$ cat config.mk
export PLATFORM = sky130hd
export DESIGN_NAME = ptc_tap_encoder_flat
export DESIGN_NICKNAME = d
export VERILOG_FILES = /design/src/rtl/ptc_tap_encoder_if.sv /design/src/rtl/ptc_tap_encoder.sv /design/src/flat_wrapper.sv
export SDC_FILE = /design/constraint.sdc
export NUM_CORES = 1
export LEC_CHECK = 0
export CORE_MARGIN = 3
export CORE_UTILIZATION = 50
export CTS_CLUSTER_DIAMETER = 100
export DETAILED_ROUTE_END_ITERATION = 16
export GPL_TIMING_DRIVEN = 0
export PLACE_DENSITY_LB_ADDON = 0.15
export REMOVE_ABC_BUFFERS = 1
export SLEW_MARGIN = 20
export SYNTH_ARGS = -nofsm -noshare
export SYNTH_HDL_FRONTEND = slang
export SYNTH_SLANG_ARGS = --single-unit
$ cat constraint.sdc
create_clock -name clk -period 8.35 [get_ports clk]
set_clock_uncertainty 0.05 [all_clocks]
set_input_delay 2.505 -clock clk [delete_from_list [all_inputs] [get_ports clk]]
set_output_delay 2.505 -clock clk [all_outputs]
set_load 0.005 [all_outputs]
$ cat src/rtl/ptc_tap_encoder_if.sv
`default_nettype none
// ============================================================================
// Module   : ptc_tap_encoder_if
// Purpose  : Bundles the sample-in and code-out handshakes of the PTC tap
//            encoder into one interface.
// Signals  : in_valid/in_ready  - sample handshake (t_in, fine_in)
//            out_valid/out_ready - code handshake (q_out)
//            err                 - one-cycle pulse on an illegal accepted t_in
// Modports : master - sample producer / code consumer
//            slave  - the encoder
// Revision : 1.0 - initial release
// ============================================================================
interface ptc_tap_encoder_if;
  logic        in_valid;
  logic        in_ready;
  logic [15:0] t_in;
  logic [5:0]  fine_in;
  logic        out_valid;
  logic        out_ready;
  logic [9:0]  q_out;
  logic        err;

  modport master (
    output in_valid, t_in, fine_in, out_ready,
    input  in_ready, out_valid, q_out, err
  );

  modport slave (
    input  in_valid, t_in, fine_in, out_ready,
    output in_ready, out_valid, q_out, err
  );
endinterface
`default_nettype wire

$ cat src/rtl/ptc_tap_encoder.sv
`default_nettype none
// ============================================================================
// Module   : ptc_tap_encoder
// Purpose  : Converts a one-hot coarse tap vector plus a fine tap code into a
//            10-bit code, emitting it only after STABLE_CNT consecutive
//            identical legal samples and only when it differs from the last
//            code emitted (the first code after reset is always emitted).
// Ports    : clk    - rising-edge clock
//            rst_n  - synchronous active-low reset
//            bus    - ptc_tap_encoder_if.slave (sample in, code out, err)
// Params   : STABLE_CNT - matching samples needed before emission (1..15)
// Revision : 1.0 - initial release
// ============================================================================
module ptc_tap_encoder #(
  parameter int STABLE_CNT = 3
) (
  input  wire logic         clk,
  input  wire logic         rst_n,
  ptc_tap_encoder_if.slave  bus
);

  localparam logic [3:0]  C_STABLE    = 4'(STABLE_CNT);
  localparam logic [9:0]  C_RESET_CW  = 10'b0001_000000;

  typedef enum logic [0:0] {
    S_FILTER = 1'b0,
    S_OUT    = 1'b1
  } state_t;

  state_t      state_q;
  logic [3:0]  cnt_q;
  logic [9:0]  cand_q;
  logic [9:0]  q_out_q;
  logic [9:0]  last_q;
  logic        first_q;
  logic        out_valid_q;
  logic        err_q;

  logic [3:0]  coarse_w;
  logic        illegal_w;
  logic [9:0]  cand_w;
  logic [3:0]  cnt_d;
  logic        emit_w;
  logic        accept_w;

  // Inverse of the 4-to-16 decoder: bit k maps to code k+1, no bit to 0.
  // Multiple set bits are caught by the x & (x-1) test; bit 15 has no code.
  always_comb begin
    coarse_w = 4'd0;
    for (int k = 0; k < 15; k++) begin
      if (bus.t_in[k]) coarse_w = 4'(k + 1);
    end
    illegal_w = (|(bus.t_in & (bus.t_in - 16'd1))) | bus.t_in[15];
    cand_w    = {coarse_w, bus.fine_in};
    if (cand_w == cand_q) begin
      cnt_d = (cnt_q == C_STABLE) ? cnt_q : cnt_q + 4'd1;
    end else begin
      cnt_d = 4'd1;
    end
    // A saturated count with a candidate equal to the last code never emits,
    // so no "just reached" edge detection is needed here.
    emit_w = !illegal_w && (cnt_d == C_STABLE) &&
             ((cand_w != last_q) || first_q);
  end

  // in_ready comes from the registered state; gating with rst_n holds it low
  // while reset is asserted and releases it in the first cycle afterwards.
  assign accept_w      = bus.in_valid && bus.in_ready;
  assign bus.in_ready  = rst_n && (state_q == S_FILTER);
  assign bus.out_valid = out_valid_q;
  assign bus.q_out     = q_out_q;
  assign bus.err       = err_q;

  always_ff @(posedge clk) begin
    if (!rst_n) begin
      state_q     <= S_FILTER;
      cnt_q       <= 4'd0;
      cand_q      <= C_RESET_CW;
      q_out_q     <= C_RESET_CW;
      last_q      <= C_RESET_CW;
      first_q     <= 1'b1;
      out_valid_q <= 1'b0;
      err_q       <= 1'b0;
    end else begin
      err_q <= 1'b0;
      case (state_q)
        S_FILTER: begin
          if (accept_w) begin
            if (illegal_w) begin
              // Illegal sample breaks the run but keeps the stored candidate.
              cnt_q <= 4'd0;
              err_q <= 1'b1;
            end else begin
              cand_q <= cand_w;
              cnt_q  <= cnt_d;
              if (emit_w) begin
                q_out_q     <= cand_w;
                last_q      <= cand_w;
                first_q     <= 1'b0;
                out_valid_q <= 1'b1;
                state_q     <= S_OUT;
              end
            end
          end
        end
        S_OUT: begin
          if (bus.out_ready) begin
            cnt_q       <= 4'd0;
            out_valid_q <= 1'b0;
            state_q     <= S_FILTER;
          end
        end
        default: begin
          state_q     <= S_FILTER;
          out_valid_q <= 1'b0;
        end
      endcase
    end
  end

endmodule
`default_nettype wire
$ cat src/flat_wrapper.sv
// flat-port wrapper written by rule: the top's interface ports become plain ports
module ptc_tap_encoder_flat 
#(
  parameter int STABLE_CNT = 3
)
  (clk, rst_n, bus_in_valid, bus_t_in, bus_fine_in, bus_out_ready, bus_in_ready, bus_out_valid, bus_q_out, bus_err);
  ptc_tap_encoder_if bus_i ();
  input  wire logic clk;
  input  wire logic rst_n;
  input wire logic [$bits(bus_i.in_valid)-1:0] bus_in_valid;
  input wire logic [$bits(bus_i.t_in)-1:0] bus_t_in;
  input wire logic [$bits(bus_i.fine_in)-1:0] bus_fine_in;
  input wire logic [$bits(bus_i.out_ready)-1:0] bus_out_ready;
  output wire logic [$bits(bus_i.in_ready)-1:0] bus_in_ready;
  output wire logic [$bits(bus_i.out_valid)-1:0] bus_out_valid;
  output wire logic [$bits(bus_i.q_out)-1:0] bus_q_out;
  output wire logic [$bits(bus_i.err)-1:0] bus_err;
  assign bus_i.in_valid = bus_in_valid;
  assign bus_i.t_in = bus_t_in;
  assign bus_i.fine_in = bus_fine_in;
  assign bus_i.out_ready = bus_out_ready;
  assign bus_in_ready = bus_i.in_ready;
  assign bus_out_valid = bus_i.out_valid;
  assign bus_q_out = bus_i.q_out;
  assign bus_err = bus_i.err;
  ptc_tap_encoder #(.STABLE_CNT(STABLE_CNT)) u_core (.clk(clk), .rst_n(rst_n), .bus(bus_i));
endmodule
==> flow_metrics.env, run 1 <==
export IMPL_ys_ff_latch=28
export IMPL_numPortBuffers=38
export IMPL_cp_startpoint="rst_n"
export IMPL_drt_total_wl_um=3990
export IMPL_fin_util=0.684
export IMPL_power_frac_seq=0.549
export IMPL_fin_nets=286
export IMPL_drt_first_iter_violations=115
export IMPL_grt_pass1_vias=1398
export IMPL_root_buffer="clkbuf_4"
export IMPL_combPwrFrac=0.168
export IMPL_core_sq_um=3200
export IMPL_cp_data_arrival_time_ns=4.33
export IMPL_hold_viol_final=0
export IMPL_yosysMostFrequentCell="nand2_1"
export IMPL_cp_end_kind="output port"
export IMPL_synth_top_area_frac=0.319
export IMPL_rsz0062_at_grt="false"
export IMPL_cpPeakStageDelay_ns=1.06
export IMPL_min_path_cells=2
export IMPL_ios=39
export IMPL_cts_htree_levels=1
export IMPL_synth_distinct_cells=48
export IMPL_insertion_delay_ns=0.34
export IMPL_switching_power_mw=0.0639
export IMPL_fp_dieArea_sq_um=4270
export IMPL_clk_pin_slew_ns=0.16
export IMPL_power_density_nw_per_um2=112
export IMPL_startpoint_type="primary input"
export IMPL_ys_flop_type="dfxtp_1"
export IMPL_grt_overflow=0
export IMPL_dieHeight_um=65.3
export IMPL_post_cts_buffers=0
export IMPL_critical_path_max_fanout=27
export IMPL_worstMarginPinSlew_ns=0.900
export IMPL_ctsResizeCount=0
export IMPL_timing_final_crit_share=0.825
export IMPL_fillers=283
export IMPL_finalMaxSlewViolations=0
export IMPL_reg2reg_slack_ns=5.60
export IMPL_drc=0
export IMPL_synth_enable_flop_cells=0
export IMPL_hold_class="flop to flop"
export IMPL_timing_rr_start="u_core.state_q$_SDFF_PN0_"
export IMPL_fin_crit_ns=6.89
export IMPL_grt_pass1_wl_um=6500
export IMPL_synthCells=224
export IMPL_antenna_found_initial=0
export IMPL_gp_congestion=0.802
export IMPL_syn_to_final_growth_pct=24.5
export IMPL_vias_per_cell=5.57
export IMPL_grt_max_degree=28
export IMPL_r2r_end="u_core.first_q$_SDFFE_PN1P_"
export IMPL_die_w_um=65.3
export IMPL_p_sw_frac=0.262
export IMPL_cts_tree="yes"
export IMPL_path_class="primary input to output port"
export IMPL_syn_area_sq_um=1760
export IMPL_ir_worst_vdd_mv=0.104
export IMPL_cts_max_path_buffers=2
export IMPL_seq_area_frac_synth=0.319
export IMPL_p_int_mw=0.180
export IMPL_yosys_top_cells_count="nand2_1, dfxtp_1, a21oi_1"
export IMPL_avgSynthCellArea_sq_um=7.85
export IMPL_pwr_share_clk=0.283
export IMPL_max_cap_violations=0
export IMPL_worst_r2r_cell_count=7
export IMPL_first_pass_iters=4
export IMPL_yosysWarnings=0
export IMPL_setup_viol=0
export IMPL_numCtsBuffers=3
export IMPL_p_leak_nw=0.818
export IMPL_wl_per_cell_um=13.2
export IMPL_diodes=0
export IMPL_initial_utilization=0.549
export IMPL_vias=1682
export IMPL_status="complete, no violations"
export IMPL_hold_buffers=0
export IMPL_clkSinkCount=28
export IMPL_slew_headroom=0.398
export IMPL_crit_slowest_cell="clkdlybuf4s50_1"
export IMPL_yosys_top_cells_area="dfxtp_1, nand2_1, mux2i_1"
export IMPL_finalSetupTns_ns=0
export IMPL_crit_required_ns=5.80
export IMPL_drive_above_1_share=0.0543
export IMPL_critPathMostFrequentCell="clkdlybuf4s50_1"
export IMPL_max_freq_mhz=145
export IMPL_post_dp_hpwl_um=3040
export IMPL_path_cells="clkdlybuf4s50_1 > nor2b_1 > clkdlybuf4s50_1"
export IMPL_yosysTopAreaCell="dfxtp_1"
export IMPL_async_flop_share=0
export IMPL_ant_nets=0
export IMPL_rows=20
export IMPL_grt_total_usage=0.192
export IMPL_cp_endpoint="bus_in_ready"
placed cells by master (no fill, tap or decap), types with 2 or more instances in the layout:
| cell | instances |
|---|---|
| nand2_1 | 50 |
| clkdlybuf4s50_1 | 38 |
| dfxtp_1 | 28 |
| a21oi_1 | 16 |
| nor2_1 | 11 |
| xnor2_1 | 11 |
| mux2i_1 | 10 |
| nand3_1 | 9 |
| inv_1 | 7 |
| xor2_1 | 7 |
| nor2b_1 | 6 |
| nor3_1 | 6 |
| nand2b_1 | 5 |
| nand4_1 | 5 |
| nor4_1 | 4 |
| a21o_1 | 3 |
| clkbuf_4 | 3 |
| or3_1 | 2 |
| o21ai_0 | 2 |
| a211o_1 | 2 |
| nor4_2 | 2 |
| and4_1 | 2 |
| o22ai_1 | 2 |
| o21ai_1 | 2 |
| a31oi_1 | 2 |
worst max-delay path, delay by kind of cell:
kind,cells,cell delay (ns)
buffers and inverters,2,1.57
AND/OR/NAND/NOR,1,0.25
registers in the layout, summed over array words and instances, names as in the netlist:
signal	count
u_core.bus.q_out	10
u_core.cand_q	10
u_core.cnt_q	4
u_core.bus.err	1
u_core.bus.out_valid	1
u_core.first_q	1
u_core.state_q	1
stage by stage:
| stage | std cells | hold WS (ns) | setup slack [ns] | instance area, sq um | power, mW |
|---|---|---|---|---|---|
| 6_report | 302 | 0.402 | 1.46 | 2190 | 0.244 |
| 5_1_grt | 302 | 0.439 | 1.38 | 2190 | 0.255 |
| 4_1_cts | 302 | 0.405 | 1.46 | 2190 | 0.245 |
| 3_5_place_dp | 298 | 0.385 | 1.46 | 2150 | 0.178 |
| 3_3_place_gp | 298 | 0.380 | 1.47 | 2150 | 0.177 |
| 2_1_floorplan | 216 | 0.377 | 3.13 | 1720 | 0.153 |
power by group through the flow:
stage	combinational, mW	clock (mW)	sequential (mW)
final	0.0410	0.0692	0.134
after detailed placement	0.0409	0	0.137
after global placement	0.0402	0	0.137
after floorplan	0.0164	0	0.137
after global routing	0.0446	0.0759	0.134
after CTS	0.0410	0.0697	0.134
layout make-up:
type                    instances  area (sq um)  area share
clock buffers                   4          36.3      0.0166
inverters                       7          26.3      0.0120
multi-input cells             181          1130       0.517
flip-flops and latches         28           561       0.256
well taps                      44          55.1      0.0251
repair buffers                 38           380       0.174
cell families after synthesis:
| family | Yosys count | synth area share |
|---|---|---|
| buffers and inverters | 15 | 0.0384 |
| adder cells (fa/ha/maj) | 2 | 0.0128 |
| AND/OR/NAND/NOR | 108 | 0.309 |
| AO/OA/AOI/OAI | 43 | 0.174 |
| multiplexers | 10 | 0.0569 |
| flip-flops | 28 | 0.319 |
| XOR/XNOR | 18 | 0.0896 |
routing by layer:
metal,global-route usage,routed length [um],vias to the layer above
met1,0.273,1920,777
met5,0,0,-
met4,0.0389,36,0
li1,-,-,862
met3,0.0444,194,5
met2,0.296,1850,38
worst min-delay path by stage:
stage	slack (ns)	startpoint	end
finish	0.40	u_core.bus.out_valid$_SDFFE_PN0P_	u_core.bus.out_valid$_SDFFE_PN0P_
global route	0.44	u_core.bus.out_valid$_SDFFE_PN0P_	u_core.bus.out_valid$_SDFFE_PN0P_
CTS	0.41	u_core.bus.out_valid$_SDFFE_PN0P_	u_core.bus.out_valid$_SDFFE_PN0P_
detailed placement	0.38	u_core.bus.out_valid$_SDFFE_PN0P_	u_core.bus.out_valid$_SDFFE_PN0P_
global placement	0.38	u_core.bus.out_valid$_SDFFE_PN0P_	u_core.bus.out_valid$_SDFFE_PN0P_
floorplan	0.38	u_core.first_q$_SDFFE_PN1P_	u_core.first_q$_SDFFE_PN1P_
Note: power is estimated with default switching activity, not from simulation.
==> run 2, diff against run 1 <==
--- a/config.mk
+++ b/config.mk
@@ -6,7 +6,7 @@
 export NUM_CORES = 1
 export LEC_CHECK = 0
 export CORE_MARGIN = 3
-export CORE_UTILIZATION = 50
+export CORE_UTILIZATION = 45
 export CTS_CLUSTER_DIAMETER = 100
 export DETAILED_ROUTE_END_ITERATION = 16
 export GPL_TIMING_DRIVEN = 0
==> constraint.sdc (replaced) <==
create_clock -name clk -period 5.9 [get_ports clk]
set_clock_uncertainty 0.05 [all_clocks]
set_input_delay 1.77 -clock clk [delete_from_list [all_inputs] [get_ports clk]]
set_output_delay 1.77 -clock clk [all_outputs]
set_load 0.005 [all_outputs]
==> run 2 against run 1 <==
Net effect: first-iteration DRC count decreased by 13%; worst setup slack got worse by 1.0 ns; clock power increased by 46%; global-route usage decreased by 1.8 points; clock-buffer cell count decreased by 1; largest power group unchanged.
==> flow_metrics.env, run 2 (same netlist as run 1, synthesis figures left out) <==
export IMPL_status="complete, no violations"
export IMPL_post_dp_hpwl_um=3000
export IMPL_holdWs_ns=0.399
export IMPL_dieHeight_um=68.5
export IMPL_p_sw_frac=0.245
export IMPL_gp_congestion=0.829
export IMPL_grt_pass1_vias=1405
export IMPL_timing_rr_start="u_core.state_q$_SDFF_PN0_"
export IMPL_initial_utilization=0.473
export IMPL_r2r_end="u_core.first_q$_SDFFE_PN1P_"
export IMPL_multi_input_area_sq_um=1130
export IMPL_max_freq_mhz=184
export IMPL_worst_r2r_cell_count=7
export IMPL_setup_viol=0
export IMPL_antenna_found_initial=0
export IMPL_vias_per_cell=5.47
export IMPL_power_density_nw_per_um2=158
export IMPL_cpPeakStageDelay_ns=1.07
export IMPL_fillers=365
export IMPL_cts_htree_levels=1
export IMPL_grt_pass1_wl_um=6240
export IMPL_ant_nets=0
export IMPL_switching_power_mw=0.0852
export IMPL_rsz0062_at_grt="false"
export IMPL_insertion_delay_ns=0.27
export IMPL_hold_class="flop to flop"
export IMPL_cts_max_path_buffers=2
export IMPL_drt_first_iter_violations=100
export IMPL_root_buffer="clkbuf_8"
export IMPL_ir_worst_vdd_mv=0.131
export IMPL_cp_depth=3
export IMPL_path_cells="clkdlybuf4s50_1 > nor2b_1 > clkdlybuf4s50_1"
export IMPL_place_ws_ns=0.447
export IMPL_combPwrFrac=0.167
export IMPL_fin_ws_ns=0.460
export IMPL_ios=39
export IMPL_vias=1669
export IMPL_cts_tree="yes"
export IMPL_drt_total_wl_um=3980
export IMPL_drive_above_1_share=0.0506
export IMPL_grt_total_usage=0.174
export IMPL_slew_headroom=0.388
export IMPL_cp_end_kind="output port"
export IMPL_worst_path_buf_inv=2
export IMPL_mostFrequentLayoutCells="nand2_1, clkdlybuf4s50_1, dfxtp_1"
export IMPL_die_w_um=68.5
export IMPL_pwr_share_clk=0.289
export IMPL_crit_slowest_cell="clkdlybuf4s50_1"
export IMPL_finalSetupTns_ns=0
export IMPL_hold_end="u_core.bus.out_valid$_SDFFE_PN0P_"
export IMPL_fin_crit_ns=5.44
export IMPL_p_leak_nw=0.819
export IMPL_cpLargestDelayFamily="buffers and inverters"
export IMPL_fin_nets=286
export IMPL_clk_pin_slew_ns=0.09
export IMPL_worstMarginPinSlew_ns=0.916
export IMPL_numCtsBuffers=3
export IMPL_p_int_mw=0.263
export IMPL_first_pass_iters=4
export IMPL_grt_max_degree=28
export IMPL_critical_path_max_fanout=27
export IMPL_rows=22
export IMPL_numPortBuffers=38
export IMPL_post_cts_buffers=0
export IMPL_wl_per_cell_um=13.0
export IMPL_cp_data_arrival_time_ns=3.62
export IMPL_timing_final_crit_share=0.922
export IMPL_syn_to_final_growth_pct=25.0
export IMPL_ff_latch_area_sq_um=561
export IMPL_ctsResizeCount=0
export IMPL_hold_buffers=0
export IMPL_grt_overflow=0
export IMPL_finalMaxSlewViolations=0
export IMPL_final_common_cell="nand2_1"
export IMPL_diodes=0
export IMPL_max_cap_violations=0
export IMPL_path_class="primary input to output port"
export IMPL_reg2reg_slack_ns=3.10
export IMPL_core_sq_um=3720
export IMPL_drc=0
export IMPL_fin_cells=305
export IMPL_fp_dieArea_sq_um=4700
export IMPL_startpoint_type="primary input"
export IMPL_fin_util=0.592
export IMPL_min_path_cells=2
export IMPL_hold_viol_final=0
export IMPL_dp_cells=302
export IMPL_power_frac_seq=0.544
export IMPL_hold_start="u_core.bus.out_valid$_SDFFE_PN0P_"
export IMPL_crit_required_ns=4.08
export IMPL_clkSinkCount=28
export IMPL_critPathMostFrequentCell="clkdlybuf4s50_1"
[run 2: worst max-delay path by stage]
stage	from	to	slack [ns]
after floorplan	bus_t_in[9]	u_core.first_q$_SDFFE_PN1P_	1.79
after global routing	rst_n	bus_in_ready	0.32
final	rst_n	bus_in_ready	0.46
after CTS	rst_n	bus_in_ready	0.45
after detailed placement	rst_n	bus_in_ready	0.45
after global placement	rst_n	bus_in_ready	0.46
[run 2: per-stage QoR]
| stage | cell area [sq um] | power, mW |
|---|---|---|
| global placement | 2160 | 0.251 |
| CTS | 2200 | 0.353 |
| finish | 2200 | 0.348 |
| global route | 2200 | 0.362 |
| floorplan | 1720 | 0.217 |
| detailed placement | 2160 | 0.252 |
[run 2: tightest hold or removal path, cell delays in order (launching register included)]
cell     delay [ns]
dfxtp_1        0.32
inv_1          0.05
a21oi_1        0.05
[run 2: layer usage]
layer / part of all wire / wire (um) / vias to the layer above / global-route usage
met4: 0.014 / 57 / 0 / 0.0596
met5: 0 / 0 / - / 0
met3: 0.044 / 176 / 7 / 0.0276
li1: - / - / 864 / -
met2: 0.45 / 1810 / 32 / 0.277
met1: 0.49 / 1940 / 766 / 0.238
[run 2: power by group through the flow]
stage          sequential [mW]  combinational, mW  clock (mW)
2_1_floorplan            0.194             0.0233           0
3_3_place_gp             0.194             0.0573           0
3_5_place_dp             0.194             0.0579           0
4_1_cts                  0.189             0.0582       0.105
5_1_grt                  0.189             0.0637       0.109
6_report                 0.189             0.0581       0.101
[run 2: final cells by class]
class / instances / area share
inverter: 7 / 0.0119
timing repair buffer: 38 / 0.173
tap: 48 / 0.0273
multi-input combinational: 181 / 0.514
sequential: 28 / 0.255
clock buffer: 3 / 0.0188
